--- src/rtl/multicycle_controller_pkg.sv ---
// rtl/multicycle_controller_pkg.sv - shared opcodes, ALU codes, select encodings and FSM states
package multicycle_controller_pkg;

  localparam int WIDTH = 32;

  localparam logic [5:0] OP_RTYPE = 6'b000000;
  localparam logic [5:0] OP_LW    = 6'b100011;
  localparam logic [5:0] OP_SW    = 6'b101011;
  localparam logic [5:0] OP_BEQ   = 6'b000100;
  localparam logic [5:0] OP_BNE   = 6'b000101;
  localparam logic [5:0] OP_J     = 6'b000010;
  localparam logic [5:0] OP_ADDI  = 6'b001000;

  localparam logic [5:0] FUNCT_ADD = 6'b100000;
  localparam logic [5:0] FUNCT_SUB = 6'b100010;
  localparam logic [5:0] FUNCT_AND = 6'b100100;
  localparam logic [5:0] FUNCT_OR  = 6'b100101;
  localparam logic [5:0] FUNCT_SLT = 6'b101010;

  localparam logic [2:0] ALU_ADD = 3'b010;
  localparam logic [2:0] ALU_SUB = 3'b110;
  localparam logic [2:0] ALU_AND = 3'b000;
  localparam logic [2:0] ALU_OR  = 3'b001;
  localparam logic [2:0] ALU_SLT = 3'b111;

  localparam logic [2:0] SRCB_REGB  = 3'b000;
  localparam logic [2:0] SRCB_FOUR  = 3'b001;
  localparam logic [2:0] SRCB_INSTR = 3'b010;
  localparam logic [2:0] SRCB_SHIFT = 3'b011;
  localparam logic [2:0] SRCB_IMM   = 3'b100;

  localparam logic [1:0] PCSRC_ALU    = 2'b00;
  localparam logic [1:0] PCSRC_ALUOUT = 2'b01;
  localparam logic [1:0] PCSRC_JUMP   = 2'b10;

  typedef enum logic [3:0] {
    S_FETCH   = 4'd0,
    S_DECODE  = 4'd1,
    S_MEMADR  = 4'd2,
    S_MEMRD   = 4'd3,
    S_MEMWR   = 4'd4,
    S_RTYPEEX = 4'd5,
    S_RTYPEWB = 4'd6,
    S_BEQEX   = 4'd7,
    S_JEX     = 4'd8,
    S_ADDIEX  = 4'd9,
    S_ADDIWB  = 4'd10,
    S_BNEEX   = 4'd11
  } state_t;

  typedef enum logic [1:0] {
    ALUOP_ADD   = 2'b00,
    ALUOP_SUB   = 2'b01,
    ALUOP_FUNCT = 2'b10
  } aluop_t;

endpackage

--- src/rtl/multicycle_controller_aludec.sv ---
// rtl/multicycle_controller_aludec.sv - ALU operation decode from op class and funct
module multicycle_controller_aludec
  import multicycle_controller_pkg::*;
(
  input  logic [1:0] aluop,
  input  logic [5:0] funct,
  output logic [2:0] alucont
);

  always_comb begin
    alucont = ALU_ADD;
    case (aluop)
      ALUOP_ADD: alucont = ALU_ADD;
      ALUOP_SUB: alucont = ALU_SUB;
      ALUOP_FUNCT: begin
        case (funct)
          FUNCT_ADD: alucont = ALU_ADD;
          FUNCT_SUB: alucont = ALU_SUB;
          FUNCT_AND: alucont = ALU_AND;
          FUNCT_OR:  alucont = ALU_OR;
          FUNCT_SLT: alucont = ALU_SLT;
          default:   alucont = ALU_ADD;
        endcase
      end
      default: alucont = ALU_ADD;
    endcase
  end

endmodule

--- src/rtl/multicycle_controller.sv ---
// rtl/multicycle_controller.sv - multicycle MIPS control FSM with memory-ready stalls; CTRL_BNE_EN adds bne
module multicycle_controller
  import multicycle_controller_pkg::*;
(
  input  logic       clk,
  input  logic       rst,
  input  logic [5:0] op_i,
  input  logic [5:0] funct_i,
  input  logic       zero_i,
  input  logic       mem_ready_i,
  output logic       memread_o,
  output logic       memwrite_o,
  output logic       iord_o,
  output logic       irwrite_o,
  output logic       pcen_o,
  output logic [1:0] pcsource_o,
  output logic       alusrca_o,
  output logic [2:0] alusrcb_o,
  output logic [2:0] alucont_o,
  output logic       regwrite_o,
  output logic       regdst_o,
  output logic       memtoreg_o,
  output logic       illegal_o
);

  state_t     state, state_next;
  aluop_t     aluop;
  logic [2:0] alucont;
  logic       memread, memwrite, iord, irwrite, pcen, alusrca;
  logic       regwrite, regdst, memtoreg, illegal;
  logic [1:0] pcsource;
  logic [2:0] alusrcb;

  always_ff @(posedge clk) begin
    if (!rst) state <= S_FETCH;
    else      state <= state_next;
  end

  always_comb begin
    state_next = state;
    memread = 1'b0; memwrite = 1'b0; iord = 1'b0; irwrite = 1'b0;
    pcen = 1'b0; pcsource = PCSRC_ALU; alusrca = 1'b0; alusrcb = SRCB_REGB;
    aluop = ALUOP_ADD; regwrite = 1'b0; regdst = 1'b0; memtoreg = 1'b0;
    illegal = 1'b0;
    case (state)
      S_FETCH: begin
        memread = 1'b1;
        alusrcb = SRCB_FOUR;
        irwrite = mem_ready_i;
        pcen    = mem_ready_i;
        if (mem_ready_i) state_next = S_DECODE;
      end
      S_DECODE: begin
        alusrcb = SRCB_SHIFT;
        case (op_i)
          OP_LW, OP_SW: state_next = S_MEMADR;
          OP_RTYPE:     state_next = S_RTYPEEX;
          OP_BEQ:       state_next = S_BEQEX;
          OP_J:         state_next = S_JEX;
          OP_ADDI:      state_next = S_ADDIEX;
`ifdef CTRL_BNE_EN
          OP_BNE:       state_next = S_BNEEX;
`endif
          default: begin
            state_next = S_FETCH;
            illegal    = 1'b1;
          end
        endcase
      end
      S_MEMADR: begin
        alusrca = 1'b1;
        alusrcb = SRCB_IMM;
        state_next = (op_i == OP_LW) ? S_MEMRD : S_MEMWR;
      end
      // ALU selects held at MEMADR values so ALU-out keeps the address.
      S_MEMRD: begin
        alusrca  = 1'b1;
        alusrcb  = SRCB_IMM;
        memread  = 1'b1;
        iord     = 1'b1;
        memtoreg = 1'b1;
        regwrite = mem_ready_i;
        if (mem_ready_i) state_next = S_FETCH;
      end
      S_MEMWR: begin
        alusrca  = 1'b1;
        alusrcb  = SRCB_IMM;
        memwrite = 1'b1;
        iord     = 1'b1;
        if (mem_ready_i) state_next = S_FETCH;
      end
      S_RTYPEEX: begin
        alusrca = 1'b1;
        alusrcb = SRCB_REGB;
        aluop   = ALUOP_FUNCT;
        state_next = S_RTYPEWB;
      end
      S_RTYPEWB: begin
        regdst   = 1'b1;
        regwrite = 1'b1;
        state_next = S_FETCH;
      end
      S_ADDIEX: begin
        alusrca = 1'b1;
        alusrcb = SRCB_IMM;
        state_next = S_ADDIWB;
      end
      S_ADDIWB: begin
        regwrite = 1'b1;
        state_next = S_FETCH;
      end
      S_BEQEX: begin
        alusrca  = 1'b1;
        alusrcb  = SRCB_REGB;
        aluop    = ALUOP_SUB;
        pcsource = PCSRC_ALUOUT;
        pcen     = zero_i;
        state_next = S_FETCH;
      end
`ifdef CTRL_BNE_EN
      S_BNEEX: begin
        alusrca  = 1'b1;
        alusrcb  = SRCB_REGB;
        aluop    = ALUOP_SUB;
        pcsource = PCSRC_ALUOUT;
        pcen     = ~zero_i;
        state_next = S_FETCH;
      end
`endif
      S_JEX: begin
        pcsource = PCSRC_JUMP;
        pcen     = 1'b1;
        state_next = S_FETCH;
      end
      default: state_next = S_FETCH;
    endcase
  end

  multicycle_controller_aludec u_aludec (
    .aluop   (aluop),
    .funct   (funct_i),
    .alucont (alucont)
  );

  // Reset gates every output so no strobe or enable can fire while held.
  assign memread_o  = rst & memread;
  assign memwrite_o = rst & memwrite;
  assign iord_o     = rst & iord;
  assign irwrite_o  = rst & irwrite;
  assign pcen_o     = rst & pcen;
  assign pcsource_o = rst ? pcsource : 2'b00;
  assign alusrca_o  = rst & alusrca;
  assign alusrcb_o  = rst ? alusrcb : 3'b000;
  assign alucont_o  = rst ? alucont : 3'b000;
  assign regwrite_o = rst & regwrite;
  assign regdst_o   = rst & regdst;
  assign memtoreg_o = rst & memtoreg;
  assign illegal_o  = rst & illegal;

endmodule

--- config.mk ---
export PLATFORM = sky130hd
export DESIGN_NAME = multicycle_controller
export DESIGN_NICKNAME = d
export VERILOG_FILES = /design/src/rtl/multicycle_controller_pkg.sv /design/src/rtl/multicycle_controller_aludec.sv /design/src/rtl/multicycle_controller.sv
export SDC_FILE = /design/constraint.sdc
export NUM_CORES = 1
export LEC_CHECK = 0
export ABC_AREA = 1
export CAP_MARGIN = 10
export CORE_UTILIZATION = 41
export DETAILED_ROUTE_END_ITERATION = 8
export PLACE_DENSITY = 0.94
export SLEW_MARGIN = 40
export SYNTH_ARGS = -nofsm -noshare
export SYNTH_HDL_FRONTEND = slang
export SYNTH_SLANG_ARGS = --single-unit
--- constraint.sdc ---
create_clock -name clk -period 5.8 [get_ports clk]
set_clock_uncertainty 0.15 [all_clocks]
set_input_delay 1.74 -clock clk [delete_from_list [all_inputs] [get_ports clk]]
set_output_delay 1.74 -clock clk [all_outputs]
set_load 0.03 [all_outputs]
==> results of run 1 <==
## power by group
group,internal (mW),switching (mW)
Clock,0.0230,0.00960
Combinational,0.0385,0.0584
Sequential,0.0305,0.00470
Total,0.0921,0.0727
## synthesized netlist by cell type, drive strengths merged (2+ instances only)
cell,count
inv,20
dfxtp,4
nand4,2
a21oi,8
nor2,28
o21ai,3
nor3,6
nand3,11
nand2,29
ha,2
## tightest hold or removal path, stage by stage, from the launching register on
cell	delay, ns
dfxtp_1	0.33
inv_2	0.08
nor2_2	0.04
nor2_1	0.08
nor2_1	0.05
## cell type report
| class | instances | area, sq um |
|---|---|---|
| multi-input combinational | 93 | 453 |
| fill | 125 | 352 |
| timing repair buffer | 35 | 345 |
| sequential | 4 | 80.1 |
| inverter | 21 | 78.8 |
| clock buffer | 3 | 22.5 |
| tap | 15 | 18.8 |
## per-stage QoR
stage | std cells | hold WS (ns) | cell area (sq um) | total power [mW] | setup slack (ns)
finish | 171 | 0.473 | 998 | 0.165 | 0.392
global placement | 168 | 0.446 | 976 | 0.128 | 0.469
detailed placement | 168 | 0.469 | 976 | 0.131 | 0.414
global route | 171 | 0.503 | 998 | 0.176 | 0.326
CTS | 171 | 0.476 | 998 | 0.166 | 0.413
floorplan | 119 | 0.383 | 616 | 0.0931 | 1.16
## worst paths after layout
check	start	slack [ns]	end	depth (start not counted)
setup / recovery	rst	0.39	alusrcb_o[0]	5
hold / removal	state[2]	0.47	state[2]	4
setup reg to reg	state[1]	4.32	state[1]	9
hold reg to reg	state[2]	0.47	state[2]	4
## per-layer routing
metal  vias up  global-route usage, %
met5         -                      0
met4         0                   7.50
met3         2                   2.17
met2        40                   46.4
met1       407                   29.6
li1        452                      -
## cell usage in the layout, fill, tap and decap left out
| cell type | instances |
|---|---|
| clkdlybuf4s50_1 | 33 |
| o22ai_1 | 1 |
| clkinv_1 | 1 |
| nand2_1 | 26 |
| nor3_1 | 4 |
| nand2_2 | 3 |
| nor2_1 | 23 |
| a21oi_1 | 8 |
| nor2_4 | 1 |
| or2_0 | 1 |
| nor2_2 | 4 |
| o21ai_0 | 3 |
| clkbuf_4 | 3 |
| inv_1 | 14 |
| nand4_1 | 2 |
| ha_1 | 2 |
| a31oi_1 | 1 |
| a211oi_1 | 1 |
| dfxtp_1 | 4 |
| inv_2 | 6 |
| nor3_2 | 2 |
| nand3_1 | 11 |
| buf_4 | 2 |
## logic make-up (layout without fill, tap and decap cells)
family | count (synthesis) | in the layout | share of synthesized area (%)
simple gates | 77 | 77 | 57.3
buf+inv | 22 | 59 | 13.4
compound gates | 14 | 14 | 12.2
flops | 4 | 4 | 13.0
fa+ha+maj | 2 | 2 | 4.06
==> flow_metrics.env, run 1 <==
export IMPL_status="finished clean"
export IMPL_drcViolationCount=0
export IMPL_synth_nets=137
export IMPL_clk_path_buf_depth=2
export IMPL_period_needed_ns=5.41
export IMPL_io_buffer_count=33
export IMPL_track_usage_pct=24.9
export IMPL_cp_start_kind="primary input"
export IMPL_top_layer="met4"
export IMPL_overflow=0
export IMPL_numCtsBuffers=3
export IMPL_ant_nets=0
export IMPL_num_rows=13
export IMPL_synth_area_leader_cell="nand2_1"
export IMPL_cts_tree="yes"
export IMPL_root_buffer="clkbuf_4"
export IMPL_fin_crit_sh_pct=93.2
export IMPL_clock_sinks=4
export IMPL_die_w_um=40.8
export IMPL_dieArea_sq_um=1660
export IMPL_hold_path_class="reg2reg"
export IMPL_setup_viol=0
export IMPL_ys_seq_area_share_pct=13.0
export IMPL_vdd_drop_max_uv=115
export IMPL_start_util_pct=45.6
export IMPL_n_antenna_cell=0
export IMPL_final_setup_tns_ns=0
export IMPL_cts_hold_buf=0
export IMPL_clock_latency_ns=0.23
export IMPL_crit_required_ns=3.91
export IMPL_wl_met1_um=812
export IMPL_worstSetupPathType="in2out"
export IMPL_synth_cell_types=21
export IMPL_syn_area_sq_um=616
export IMPL_p_leak_nw=0.455
export IMPL_async_flop_share_pct=0
export IMPL_crit_top_cell="clkdlybuf4s50_1"
export IMPL_fin_util_pct=74.0
export IMPL_via_count=901
export IMPL_crit_buf_inv=4
export IMPL_die_y_um=40.8
export IMPL_postCtsSetupBuffers=0
export IMPL_synth_edf_count=0
export IMPL_relSlewSlack_pct=77.9
export IMPL_worstPathMaxFanout=6
export IMPL_crit_slowest_cell="clkdlybuf4s50_1"
export IMPL_io_pins=34
export IMPL_top_register="state"
export IMPL_drt_first_pass_iters=4
export IMPL_drt_initial_drc_count=25
export IMPL_antenna_found_initial=0
export IMPL_syn2layout_area_growth_pct=62.2
export IMPL_largest_register_ffs=4
export IMPL_drive_gt1_share_pct=13.5
export IMPL_rsz0062_at_grt="no"
export IMPL_routed_wl_um=1950
export IMPL_avgSynthCellArea_sq_um=5.17
export IMPL_max_freq_mhz=185
export IMPL_ys_ff_latch=4
export IMPL_yosysWarnings=0
export IMPL_grt_pass1_vias=738
export IMPL_dr_wl_met2_um=990
export IMPL_core_sq_um=1350
export IMPL_slew_viol_final=0
export IMPL_grt_pass1_wl_um=2820
export IMPL_vias_per_cell=5.27
export IMPL_maxCapViolations=0
export IMPL_power_density_nw_per_um2=165
export IMPL_path_delay_family="buffers and inverters"
export IMPL_final_hold_viol_count=0
export IMPL_crit_path_end_kind="primary output"
export IMPL_cts_resized_gates=0
export IMPL_crit_arrival_ns=3.52
export IMPL_synthTopCellsByArea="nand2_1 16%, nor2_1 14%, dfxtp_1 13%, nand3_1 8.9%, inv_1 8.5%"
export IMPL_cpPeakStageDelay_ns=0.70
export IMPL_worst_pin_slew_ns=0.330
export IMPL_path_clk_slew_ns=0.03
export IMPL_htree_levels=1
export IMPL_place_hpwl_um=1610
export IMPL_syn_inst=119
export IMPL_grt_max_degree=12
export IMPL_routabilityCongestion=0.978
export IMPL_synth_top_cell_area_share_pct=15.9
export IMPL_synth_ff_type="dfxtp_1"
export IMPL_path_cells="clkdlybuf4s50_1, clkinv_1, buf_4, nor3_1, clkdlybuf4s50_1"
export IMPL_nets=176
export IMPL_met3_length_um=139
export IMPL_reg_largest_list="state: 4 flops"
export IMPL_wl_per_cell_um=11.4
Note: power is estimated with default switching activity, not from simulation.
==> inputs of run 2 (changes only) <==
- CORE_UTILIZATION: 41 -> 34
- GPL_ROUTABILITY_DRIVEN: not set -> 0
- PLACE_DENSITY: 0.94 -> 0.85
- clock period: 5.8 -> 4.8 ns (I/O delays scaled with it)
==> flow_metrics.env, run 2 (synthesis gave the netlist of run 1 again) <==
export IMPL_status="finished clean"
export IMPL_htree_levels=1
export IMPL_power_density_nw_per_um2=196
export IMPL_vias_per_cell=4.66
export IMPL_routed_wl_um=1670
export IMPL_clk_path_buf_depth=2
export IMPL_period_needed_ns=4.72
export IMPL_die_y_um=44.6
export IMPL_grt_pass1_vias=735
export IMPL_io_buffer_count=33
export IMPL_hold_path_class="reg2reg"
export IMPL_core_sq_um=1710
export IMPL_syn2layout_area_growth_pct=57.3
export IMPL_mostFrequentLayoutCells="26 x nand2_1, 23 x nor2_1, 19 x clkdlybuf4s50_1"
export IMPL_antenna_found_initial=0
export IMPL_rsz0062_at_grt="no"
export IMPL_start_util_pct=36.0
export IMPL_nets=175
export IMPL_numCtsBuffers=3
export IMPL_crit_path_end_kind="primary output"
export IMPL_cpPeakStageDelay_ns=0.70
export IMPL_top_register="state"
export IMPL_root_buffer="clkbuf_4"
export IMPL_num_rows=15
export IMPL_dieArea_sq_um=1980
export IMPL_stdcell_count=180
export IMPL_crit_arrival_ns=3.13
export IMPL_grt_pass1_wl_um=2770
export IMPL_reg_largest_list="state: 4 flops"
export IMPL_overflow=0
export IMPL_pre_cts_ws_ns=0.0844
export IMPL_wl_per_cell_um=9.26
export IMPL_drt_first_pass_iters=4
export IMPL_postCtsSetupBuffers=0
export IMPL_drcViolationCount=0
export IMPL_worst_pin_slew_ns=0.308
export IMPL_final_setup_worst_slack_ns=0.0752
export IMPL_place_hpwl_um=1470
export IMPL_path_clk_slew_ns=0.03
export IMPL_final_hold_viol_count=0
export IMPL_crit_top_cell="clkdlybuf4s50_1"
export IMPL_largest_register_ffs=4
export IMPL_track_usage_pct=18.0
export IMPL_via_count=838
export IMPL_maxCapViolations=0
export IMPL_final_setup_tns_ns=0
export IMPL_relSlewSlack_pct=79.4
export IMPL_io_pins=34
export IMPL_worstPathMaxFanout=3
export IMPL_path_cells="clkdlybuf4s50_1, inv_1, nor2_1, nand3_1, a211oi_1, clkdlybuf4s50_1"
export IMPL_setup_viol=0
export IMPL_clock_latency_ns=0.23
export IMPL_cts_tree="yes"
export IMPL_cts_hold_buf=0
export IMPL_fillers=176
export IMPL_grt_max_degree=16
export IMPL_drive_gt1_share_pct=21.9
export IMPL_worstSetupPathType="in2out"
export IMPL_die_w_um=44.6
export IMPL_n_antenna_cell=0
export IMPL_max_freq_mhz=212
export IMPL_drt_initial_drc_count=13
export IMPL_clock_sinks=4
export IMPL_cp_start_kind="primary input"
export IMPL_place_area_sq_um=946
export IMPL_mostFrequentLayoutCell="nand2_1"
export IMPL_final_cell_area_sq_um=968
export IMPL_fin_crit_sh_pct=98.4
export IMPL_crit_required_ns=3.21
export IMPL_crit_slowest_cell="clkdlybuf4s50_1"
export IMPL_vdd_drop_max_uv=137
export IMPL_place_inst=177
export IMPL_cts_resized_gates=0
export IMPL_ant_nets=0
export IMPL_p_leak_nw=0.475
export IMPL_fin_util_pct=56.7
export IMPL_slew_viol_final=0
-- run 2: worst max-delay path: cells and delay by family --
family,cells,cell delay [ns]
simple gates,2,0.22
buf+inv,3,1.25
compound gates,1,0.23
-- run 2: per-stage QoR --
step,hold WS [ns],power (mW)
global placement,0.435,0.150
detailed placement,0.448,0.152
CTS,0.451,0.193
finish,0.449,0.190
global route,0.487,0.209
floorplan,0.383,0.112
-- run 2: cell type report --
| class | instances | area [sq um] | share of cell area (%) |
|---|---|---|---|
| Timing Repair Buffer | 34 | 303 | 31.3 |
| Sequential cell | 4 | 80.1 | 8.27 |
| Inverter | 21 | 78.8 | 8.14 |
| Clock buffer | 3 | 22.5 | 2.33 |
| Tap cell | 25 | 31.3 | 3.23 |
| Multi-Input combinational cell | 93 | 453 | 46.8 |
-- run 2: where the power goes --
part	internal, mW	switching [mW]
Sequential	0.0369	0.00480
Clock	0.0278	0.0111
Combinational	0.0430	0.0667
Total	0.108	0.0826
-- run 2: worst paths after layout --
check	slack [ns]	startpoint	endpoint	cells past startpoint
max	0.08	funct_i[2]	alucont_o[0]	6
min	0.45	state[0]	state[0]	2
max reg2reg	3.41	state[3]	state[1]	9
min reg2reg	0.45	state[0]	state[0]	2
-- run 2: metal layers --
metal  vias to the layer above  routed length [um]  global-route usage, %
met5                         -                   0                      0
met4                         0                   0                      0
met3                         0                  77                   2.45
met2                        20                 895                   37.4
met1                       364                 693                   19.9
li1                        454                   -                      -
